--- src/rtl/axi_fourchan_tier2_rx_pkg.sv ---
// rtl/axi_fourchan_tier2_rx_pkg.sv - shared types and constants for the four-channel rx align stage
// Purpose: alignment FSM state type, channel geometry and output-slice offsets.
package axi_fourchan_tier2_rx_pkg;

    localparam int CH_W   = 74;
    localparam int NUM_CH = 4;
    localparam int OUT_W  = CH_W * NUM_CH;

    // Bit offsets of each channel slice inside the concatenated output word.
    localparam int CH0_OFS = 0 * CH_W;
    localparam int CH1_OFS = 1 * CH_W;
    localparam int CH2_OFS = 2 * CH_W;
    localparam int CH3_OFS = 3 * CH_W;

    typedef enum logic [1:0] {
        FLUSH  = 2'd0,
        SEARCH = 2'd1,
        LOCKED = 2'd2
    } rx_state_e;

    function automatic int ch_ofs(input int ch);
        return ch * CH_W;
    endfunction

endpackage

--- src/rtl/axi_fourchan_tier2_rx_chfifo.sv ---
// rtl/axi_fourchan_tier2_rx_chfifo.sv - single-clock per-channel word FIFO with combinational head
// Purpose: DEPTH x CH_W FIFO; flush clears both pointers.
// Ports: clk/rst (sync, active-high), i_flush, i_push/i_data, i_pop,
//        o_head (word at read pointer), o_empty, o_full.
module axi_fourchan_tier2_rx_chfifo
    import axi_fourchan_tier2_rx_pkg::*;
#(
    parameter int DEPTH = 8
) (
    input  logic            clk,
    input  logic            rst,
    input  logic            i_flush,
    input  logic            i_push,
    input  logic [CH_W-1:0] i_data,
    input  logic            i_pop,
    output logic [CH_W-1:0] o_head,
    output logic            o_empty,
    output logic            o_full
);

    localparam int AW = $clog2(DEPTH);
    localparam logic [AW:0] PTR_ONE = {{AW{1'b0}}, 1'b1};

    logic [AW:0]     r_wr_ptr;
    logic [AW:0]     r_rd_ptr;
    logic [CH_W-1:0] r_mem [DEPTH];

    logic w_do_pop;
    logic w_do_push;

    assign o_empty = (r_wr_ptr == r_rd_ptr);
    assign o_full  = (r_wr_ptr[AW] != r_rd_ptr[AW]) &&
                     (r_wr_ptr[AW-1:0] == r_rd_ptr[AW-1:0]);
    assign o_head  = r_mem[r_rd_ptr[AW-1:0]];

    assign w_do_pop  = i_pop && !o_empty;
    // A full FIFO still accepts a word when the head leaves in the same cycle.
    assign w_do_push = i_push && (!o_full || w_do_pop);

    always_ff @(posedge clk) begin
        if (w_do_push) begin
            r_mem[r_wr_ptr[AW-1:0]] <= i_data;
        end
    end

    always_ff @(posedge clk) begin
        if (rst || i_flush) begin
            r_wr_ptr <= '0;
            r_rd_ptr <= '0;
        end else begin
            if (w_do_push) r_wr_ptr <= r_wr_ptr + PTR_ONE;
            if (w_do_pop)  r_rd_ptr <= r_rd_ptr + PTR_ONE;
        end
    end

endmodule

--- src/rtl/axi_fourchan_tier2_rx_align.sv ---
// rtl/axi_fourchan_tier2_rx_align.sv - four-channel receive deskew and alignment stage
// Purpose: buffer each channel, discard words until a marker, then pop all four
//          channels in lockstep into a registered 296-bit output word.
// Ports: clk_wr/rst_wr (sync, active-high), ch0..ch3_rx_data + ch_rx_valid in,
//        rxfifo_rx_data/valid/ready out stream, align_done, sticky align_err/overflow_err.
module axi_fourchan_tier2_rx_align
    import axi_fourchan_tier2_rx_pkg::*;
#(
    parameter int DEPTH      = 8,
    parameter int MARKER_BIT = 73
) (
    input  logic              clk_wr,
    input  logic              rst_wr,
    input  logic [CH_W-1:0]   ch0_rx_data,
    input  logic [CH_W-1:0]   ch1_rx_data,
    input  logic [CH_W-1:0]   ch2_rx_data,
    input  logic [CH_W-1:0]   ch3_rx_data,
    input  logic [NUM_CH-1:0] ch_rx_valid,
    output logic [OUT_W-1:0]  rxfifo_rx_data,
    output logic              rxfifo_rx_valid,
    input  logic              rxfifo_rx_ready,
    output logic              align_done,
    output logic              align_err,
    output logic              overflow_err
);

    rx_state_e r_state;
    rx_state_e w_next_state;

    logic [OUT_W-1:0] r_out_data;
    logic             r_out_valid;
    logic             r_align_done;
    logic             r_align_err;
    logic             r_ovf_err;

    logic [CH_W-1:0]   w_ch_data [NUM_CH];
    logic [CH_W-1:0]   w_head    [NUM_CH];
    logic [NUM_CH-1:0] w_empty;
    logic [NUM_CH-1:0] w_full;
    logic [NUM_CH-1:0] w_mark;
    logic [NUM_CH-1:0] w_push;
    logic [NUM_CH-1:0] w_pop;
    logic              w_flush;
    logic              w_all_ne;
    logic              w_slot_free;
    logic              w_load;
    logic              w_mismatch;
    logic              w_ovf;
    logic [OUT_W-1:0]  w_cat;

    assign w_ch_data[0] = ch0_rx_data;
    assign w_ch_data[1] = ch1_rx_data;
    assign w_ch_data[2] = ch2_rx_data;
    assign w_ch_data[3] = ch3_rx_data;

    assign w_flush     = (r_state == FLUSH);
    assign w_push      = w_flush ? '0 : ch_rx_valid;
    assign w_all_ne    = &(~w_empty);
    assign w_slot_free = !r_out_valid || rxfifo_rx_ready;

    for (genvar g = 0; g < NUM_CH; g++) begin : g_ch
        axi_fourchan_tier2_rx_chfifo #(
            .DEPTH (DEPTH)
        ) u_fifo (
            .clk     (clk_wr),
            .rst     (rst_wr),
            .i_flush (w_flush),
            .i_push  (w_push[g]),
            .i_data  (w_ch_data[g]),
            .i_pop   (w_pop[g]),
            .o_head  (w_head[g]),
            .o_empty (w_empty[g]),
            .o_full  (w_full[g])
        );
        assign w_mark[g] = w_head[g][MARKER_BIT];
    end

    always_comb begin
        w_cat = '0;
        for (int n = 0; n < NUM_CH; n++) begin
            w_cat[ch_ofs(n) +: CH_W] = w_head[n];
        end
    end

    always_ff @(posedge clk_wr) begin
        if (rst_wr) r_state <= FLUSH;
        else        r_state <= w_next_state;
    end

    always_comb begin
        w_next_state = r_state;
        w_pop        = '0;
        w_load       = 1'b0;
        w_mismatch   = 1'b0;
        case (r_state)
            FLUSH: begin
                w_next_state = SEARCH;
            end
            SEARCH: begin
                // Lock is taken without popping so the marker words are forwarded first.
                if (w_all_ne && (&w_mark)) begin
                    w_next_state = LOCKED;
                end else begin
                    w_pop = ~w_empty & ~w_mark;
                end
            end
            LOCKED: begin
                if (w_all_ne && w_slot_free) begin
                    w_pop = '1;
                    if ((&w_mark) || !(|w_mark)) begin
                        w_load = 1'b1;
                    end else begin
                        w_mismatch   = 1'b1;
                        w_next_state = FLUSH;
                    end
                end
            end
            default: begin
                w_next_state = FLUSH;
            end
        endcase
        w_ovf = |(w_push & w_full & ~w_pop);
        if (w_ovf) w_next_state = FLUSH;
    end

    always_ff @(posedge clk_wr) begin
        if (rst_wr) begin
            r_out_data   <= '0;
            r_out_valid  <= 1'b0;
            r_align_done <= 1'b0;
            r_align_err  <= 1'b0;
            r_ovf_err    <= 1'b0;
        end else begin
            r_align_done <= (r_state == LOCKED);
            if (w_mismatch) r_align_err <= 1'b1;
            if (w_ovf)      r_ovf_err   <= 1'b1;
            // A held word survives leaving LOCKED until it is accepted.
            if (w_load) begin
                r_out_data  <= w_cat;
                r_out_valid <= 1'b1;
            end else if (rxfifo_rx_ready) begin
                r_out_valid <= 1'b0;
            end
        end
    end

    assign rxfifo_rx_data  = r_out_data;
    assign rxfifo_rx_valid = r_out_valid;
    assign align_done      = r_align_done;
    assign align_err       = r_align_err;
    assign overflow_err    = r_ovf_err;

endmodule

--- config.mk ---
export PLATFORM = sky130hd
export DESIGN_NAME = axi_fourchan_tier2_rx_align
export DESIGN_NICKNAME = d
export VERILOG_FILES = /design/src/rtl/axi_fourchan_tier2_rx_pkg.sv /design/src/rtl/axi_fourchan_tier2_rx_chfifo.sv /design/src/rtl/axi_fourchan_tier2_rx_align.sv
export SDC_FILE = /design/constraint.sdc
export NUM_CORES = 2
export LEC_CHECK = 0
export ABC_CLOCK_PERIOD_IN_PS = 17800
export BUFFER_PORTS_ARGS = -buffer_cell sky130_fd_sc_hd__clkbuf_2
export CORE_MARGIN = 2
export CORE_UTILIZATION = 60
export CTS_CLUSTER_DIAMETER = 30
export DETAILED_ROUTE_END_ITERATION = 7
export PLACE_DENSITY = 0.77
export SLEW_MARGIN = 25
export SYNTH_ARGS = -nofsm -noshare
export SYNTH_HDL_FRONTEND = slang
export SYNTH_HIERARCHICAL = 1
export SYNTH_SLANG_ARGS = --single-unit
--- constraint.sdc ---
create_clock -name clk_wr -period 17.8 [get_ports clk_wr]
set_input_delay 3.56 -clock clk_wr [delete_from_list [all_inputs] [get_ports clk_wr]]
set_output_delay 3.56 -clock clk_wr [all_outputs]
set_load 0.01 [all_outputs]
-- Word level (Yosys, flattened, before mapping)
Memory sizes are Yosys's and may differ from the RTL's. A register that Yosys moved wholly into a read port is not among the register bits.
Index checks and enable logic that the tools add are counted.
- add/sub/neg operators: 8
- $mul: 0
- divide/modulo/power cells: 0
- magnitude comparators: 0
- equality and inequality tests: 17
- shift-type cells: 0
- muxes and demuxes: 32
- bitwise gates (word level): 6
- reductions and logical operators: 39
- operator list (operator ; number):
    adder 4 x 1 -> 4 bit, second input constant ; 8
    2-to-1 mux 3 bit ; 8
    equality test 4 bit ; 4
    2-to-1 mux 1 bit ; 16
    logical AND 1 bit ; 14
    bitwise AND 4 bit ; 3
    equality test 3 bit ; 4
    2-to-1 mux 4 bit ; 3
    inverter 4 bit ; 3
    logical NOT 1 bit ; 10
    one-hot mux 4 bit (2 select lines) ; 1
    AND reduction 4 bit ; 2
    OR reduction 4 bit ; 2
    logical OR 1 bit ; 7
    2-to-1 mux 2 bit ; 3
    != test 2 bit, second input constant ; 3
    one-hot mux 2 bit (3 select lines) ; 1
    OR reduction 5 bit ; 1
    != test 1 bit ; 4
    AND reduction 3 bit ; 1
    equality test 2 x 1 -> 1 bit, second input constant ; 1
    equality test 2 bit, second input constant ; 1
    logical NOT 2 bit ; 1
    nonzero test 2 bit ; 1
- register bits: 334
- latch bits: 0
- bits in writable memories: 2368
- ROM bits: 0
- input bits: 303
- output and inout port bits: 300
- word-level logic and storage cells: 120
- memories kept: 4
- memories (name ; depth ; width ; read ports ; clocked after Yosys merged registers in ; wr ports ; line ; text):
    g_ch[0].u_fifo.r_mem ; 8 ; 74 ; 1 ; 1 ; 1 ; axi_fourchan_tier2_rx_chfifo.sv:26 ; logic [CH_W-1:0] r_mem [DEPTH];
    g_ch[1].u_fifo.r_mem ; 8 ; 74 ; 1 ; 1 ; 1 ; axi_fourchan_tier2_rx_chfifo.sv:26 ;
    g_ch[2].u_fifo.r_mem ; 8 ; 74 ; 1 ; 1 ; 1 ; axi_fourchan_tier2_rx_chfifo.sv:26 ;
    g_ch[3].u_fifo.r_mem ; 8 ; 74 ; 1 ; 1 ; 1 ; axi_fourchan_tier2_rx_chfifo.sv:26 ;

-- Longest topological paths before layout
- depth after elaboration: 11
- gate-level depth with buffers: 11
- depth with buffers taken out: 8

-- By module
The synthesis kept the hierarchy.
- by module, submodules not included (module ; times used ; cells each ; area each (um2) ; seq. area each (um2)):
    axi_fourchan_tier2_rx_chfifo (g_ch[0].u_fifo ...) ; 3 ; 930 ; 22836.9 ; 17997.3
    axi_fourchan_tier2_rx_chfifo (g_ch[1].u_fifo) ; 1 ; 930 ; 22840.7 ; 17997.3
    axi_fourchan_tier2_rx_align ; 1 ; 1339 ; 10538.9 ; 6045.8

-- Worst setup path after synthesis
OpenSTA, ideal clock, no wires.
- path type: input -> register
- start point: in rxfifo_rx_ready
- end point: mem g_ch[0].u_fifo.r_mem[0][0] (enable)
- data arrival time: 11.696 ns
- required time: 17.110 ns
- slack: 5.414 ns
- stages on the path: 5
- path buffers: 0
- path through: nand2b_1 nand3_1 a21boi_0 o21ai_0 nor4_1
- longest elaborated chain between the ends: 9
- RTL lines (element ; line ; text):
    start, declared ; axi_fourchan_tier2_rx_align.sv:21 ; input logic rxfifo_rx_ready,
    logical OR 1 bit ; axi_fourchan_tier2_rx_align.sv:59 ; assign w_slot_free = !r_out_valid || rxfifo_rx_ready;
    logical AND 1 bit ; axi_fourchan_tier2_rx_align.sv:108 ; if (w_all_ne && w_slot_free) begin
    2-to-1 mux 4 bit ; axi_fourchan_tier2_rx_align.sv:108 ;
    one-hot mux 4 bit (2 select lines) ; axi_fourchan_tier2_rx_align.sv:95 ; case (r_state)
    net w_pop[0] ; axi_fourchan_tier2_rx_align.sv:42 ; logic [NUM_CH-1:0] w_pop;
    logical AND 1 bit ; axi_fourchan_tier2_rx_chfifo.sv:36 ; assign w_do_pop = i_pop && !o_empty;
    logical OR 1 bit ; axi_fourchan_tier2_rx_chfifo.sv:38 ; assign w_do_push = i_push && (!o_full || w_do_pop);
    logical AND 1 bit ; axi_fourchan_tier2_rx_chfifo.sv:38 ;
    2-to-1 mux 1 bit ; axi_fourchan_tier2_rx_chfifo.sv:41 ; if (w_do_push) begin
    2-to-1 mux 1 bit (not written as such) ; axi_fourchan_tier2_rx_chfifo.sv:42 ; r_mem[r_wr_ptr[AW-1:0]] <= i_data;
    end, declared ; axi_fourchan_tier2_rx_chfifo.sv:26 ;
The timed path passes the listed nets, and every way through them passes these cells.

-- Final worst setup path
- start point: in rxfifo_rx_ready
- end point: mem g_ch[0].u_fifo.r_mem[5][37] (enable)
The elaborated chain is that of the path after synthesis.

==> impl_results.md <==
* Outcome: completed
* Psw at 0.003526 W
* Final core occ at 0.7307
* Synth Flop Type: edfxtp_1
* Pre-CTS WS at 9911 ps
* Hold WC Path Type: flip-flop to flip-flop
* Lkg Pwr at 40.40 nW
* Part of the power in registers at 0.425
* # rows at 151
* Share of total power in combinational logic at 0.038
* Synth Area in Compound Gates at 0.02054
* Fin Setup TNS at 0 ps
* Syn_nets at 5373
* Synth Area in Adders at 0.001351
* Drt first pass iters at 7
* Yosys warns at 6
* RePlAce Congestion at 0.7618
* Slew @ Worst Pin at 1087 ps
* Final worst slack at 10970 ps
* Kind of critical path: input port to flip-flop
* Clk sink count at 2714
* #FFs+latches synth at 2714
* VDD IR max at 0.1156 mV
* Crit path time final at 6826 ps
* Starting Density at 0.6026
* Count leader, synth: edfxtp_1
* Die area at 0.1731 mm^2
* Worst rel slew slack at 0.2757
* F_max at 146.5 MHz
* Clock Skew at 50.01 ps
* Count of maximum capacitance violations at 0
* Final period utilization at 0.3835
* Total congestion overflow at 0
* Final routed DRC violation total at 0
* Pin count of the biggest net entering global routing at 175
* Area grow syn2layout at 21.27%
* Setup bufs post-CTS at 0
* RSZ-0062 raised after global routing: false
* Clock power share at 0.536
* Cts hold-fix bufs at 0
* CP endpoint kind: flip-flop
* Longest Clk Path Bufs at 4
* Clk slew on worst S/H paths at 50 ps
* Total Wirelength at 247.2 mm
* Final hold violations at 0
* DR vias/cell at 6.198
* Routed wire length per instance at 28.70 um
* Mapped Cells at 5059
* Critical Path Fanout Max at 65
* Async set-reset flop share out of synthesis at 0
* GR Layer Usage met2 at 0.4714
* Syn avg cell area at 20.14 um^2
* Nature of the critical path startpoint: input port
* Die width at 416.1 um
* First-pass GRT wire length at 363.8 mm
* Root buffer cell: clkbuf_16
* DR vias at 53370
* Yosys top cell by area: edfxtp_1
* Post-synthesis mux area share at 0.1647
* DRT iter0 DRCs at 5643
* Core area at 0.1691 mm^2
* M3 GR Usage at 0.05898
* Global route hottest layer: met2
* Arr. time, crit path at 7400 ps
* Detailed Place HPWL at 125.1 mm
* Area contributors post-synth: edfxtp_1 70%, mux4_2 13%, dfxtp_1 6.8%
* Pwr Density at 136.6 mW/mm^2
* CTS H-tree lvls at 5
* Post-synth top cells: 2368 x edfxtp_1, 616 x nand2_1, 592 x mux4_2
* Required @ worst endpoint at 18370 ps
* Die Y at 416.1 um
* Largest family of logic cells by synthesized area: multiplexers
* CTS tree: done
* Xor/xnor share of the synthesized area at 0.002751
* Synth cell types at 44
* Overall routing resource usage at 0.2842
* Worst skew pair latency at 980 ps
* Buffers on Ports at 602
* P_int at 0.01336 W
* Sw Ratio at 0.2089
* Number of synthesized flops with an enable pin at 2368
* Yosys top cell area share at 0.6979
* Post-CTS sizing at 0
* # IOs at 603
* Inserted Clock Buffers at 474
* Max Slew Vio Count at 0
* Nets@finish at 6262
* Post-Syn Area at 0.1019 mm^2
* Register area share after synthesis at 0.7659
* Share of layout cells above drive strength 1 at 0.3782
* Grt met1 use at 0.3520
* Vias in the first global route at 56190
* Antenna Nets Post-Route at 0
* Final setup viols at 0
* Simple-Gate Fraction of Synth Area at 0.02894
* Antenna violations before repair at 71
## worst max-delay path, cell delays in order
cell      delay (ps)
clkbuf_2         180
nand2b_1         260
nand3_1          280
a21boi_0         900
o21ai_0          550
nor3_2           880
buf_6            710
## metal layers
layer	share of wire	wire (um)
met1	0.36	89350
met2	0.52	127400
met3	0.069	17040
met4	0.053	13090
met5	0.00094	232
## through the flow
stage / power [W] / area (um^2) / cells / hold WS [ps]
2_1_floorplan: 0.007697 / 101900 / 5059 / 454.9
3_5_place_dp: 0.007920 / 107100 / 7684 / 446.4
5_1_grt: 0.01731 / 123600 / 8607 / 463.7
3_3_place_gp: 0.007893 / 107100 / 7683 / 440.0
4_1_cts: 0.01697 / 123300 / 8558 / 452.8
6_report: 0.01688 / 123600 / 8612 / 449.3
## logic make-up after synthesis
| family | after synthesis |
|---|---|
| DFF | 2714 |
| xor gates and xnor gates | 32 |
| muxes | 900 |
| buffers and inverters | 297 |
| AOI/OAI and AO/OA | 374 |
| adders and majority gates | 11 |
| and+or+nand+nor | 731 |
## power groups by stage
stage	registers (W)	clock network (W)	logic, W
detailed placement	0.00729	0	0.000630
global placement	0.00728	0	0.000617
floorplan	0.00732	0	0.000377
finish	0.00718	0.00905	0.000649
global route	0.00719	0.00943	0.000693
CTS	0.00718	0.00914	0.000649
## placed cells by master, fill, tap and decap left out, types with 8 or more instances in the layout
| cell type | netlist | routed |
|---|---|---|
| xnor2_1 | 12 | 12 |
| edfxtp_1 | 2368 | 2368 |
| mux4_2 | 592 | 592 |
| dfxtp_4 | 0 | 12 |
| clkinv_1 | 0 | 49 |
| clkbuf_1 | 122 | 62 |
| nor2_1 | 30 | 22 |
| clkinvlp_4 | 0 | 43 |
| diode_2 | 0 | 48 |
| dfxtp_1 | 346 | 334 |
| mux2_2 | 296 | 296 |
| xor2_1 | 20 | 20 |
| inv_1 | 20 | 20 |
| a21oi_1 | 309 | 305 |
| clkbuf_16 | 0 | 480 |
| mux2i_1 | 12 | 12 |
| nand2_1 | 616 | 616 |
| nand4_1 | 9 | 9 |
| bufinv_16 | 0 | 63 |
| clkinv_2 | 0 | 62 |
| clkinv_4 | 0 | 47 |
| clkbuf_2 | 0 | 601 |
| inv_6 | 0 | 33 |
| clkbuf_8 | 0 | 31 |
| o21ai_0 | 23 | 23 |
| ha_1 | 11 | 11 |
| buf_4 | 0 | 73 |
| a21boi_0 | 9 | 9 |
| nor2_4 | 0 | 8 |
| nand3_1 | 9 | 9 |
| or3_1 | 12 | 12 |
| o211ai_1 | 8 | 8 |
| nor3_2 | 0 | 16 |
## final cells by class
| class | count | area (um^2) |
|---|---|---|
| Clock buffer | 573 | 12670 |
| Multi-Input combinational cell | 2048 | 22470 |
| Fill cell | 9146 | 45530 |
| Timing Repair Buffer | 690 | 3882 |
| Inverter | 20 | 75.07 |
| Sequential cell | 2714 | 78080 |
| Antenna cell | 48 | 120.1 |
| Tap cell | 2218 | 2775 |
| Clock inverter | 301 | 3487 |
## sequential cells by signal, summed over array words and instances, names as in the netlist, named ones only
signal and cells:
align_done 1, align_err 1, g_ch.u_fifo/r_mem 2368, g_ch.u_fifo/r_rd_ptr 16, g_ch.u_fifo/r_wr_ptr 16, overflow_err 1
r_state 2, rxfifo_rx_data 296, rxfifo_rx_valid 1
## final timing paths
| path | start | endpoint | slack [ps] | cells after the start |
|---|---|---|---|---|
| max | rxfifo_rx_ready | g_ch[0].u_fifo/r_mem[5][37] | 10970 | 7 |
| min | rxfifo_rx_data[108] | rxfifo_rx_data[108] | 450 | 2 |
| max reg2reg | flip-flop | g_ch[3].u_fifo/r_mem[5][39] | 11390 | 10 |
| min reg2reg | rxfifo_rx_data[108] | rxfifo_rx_data[108] | 450 | 2 |
(Power assumes the default switching activity.)
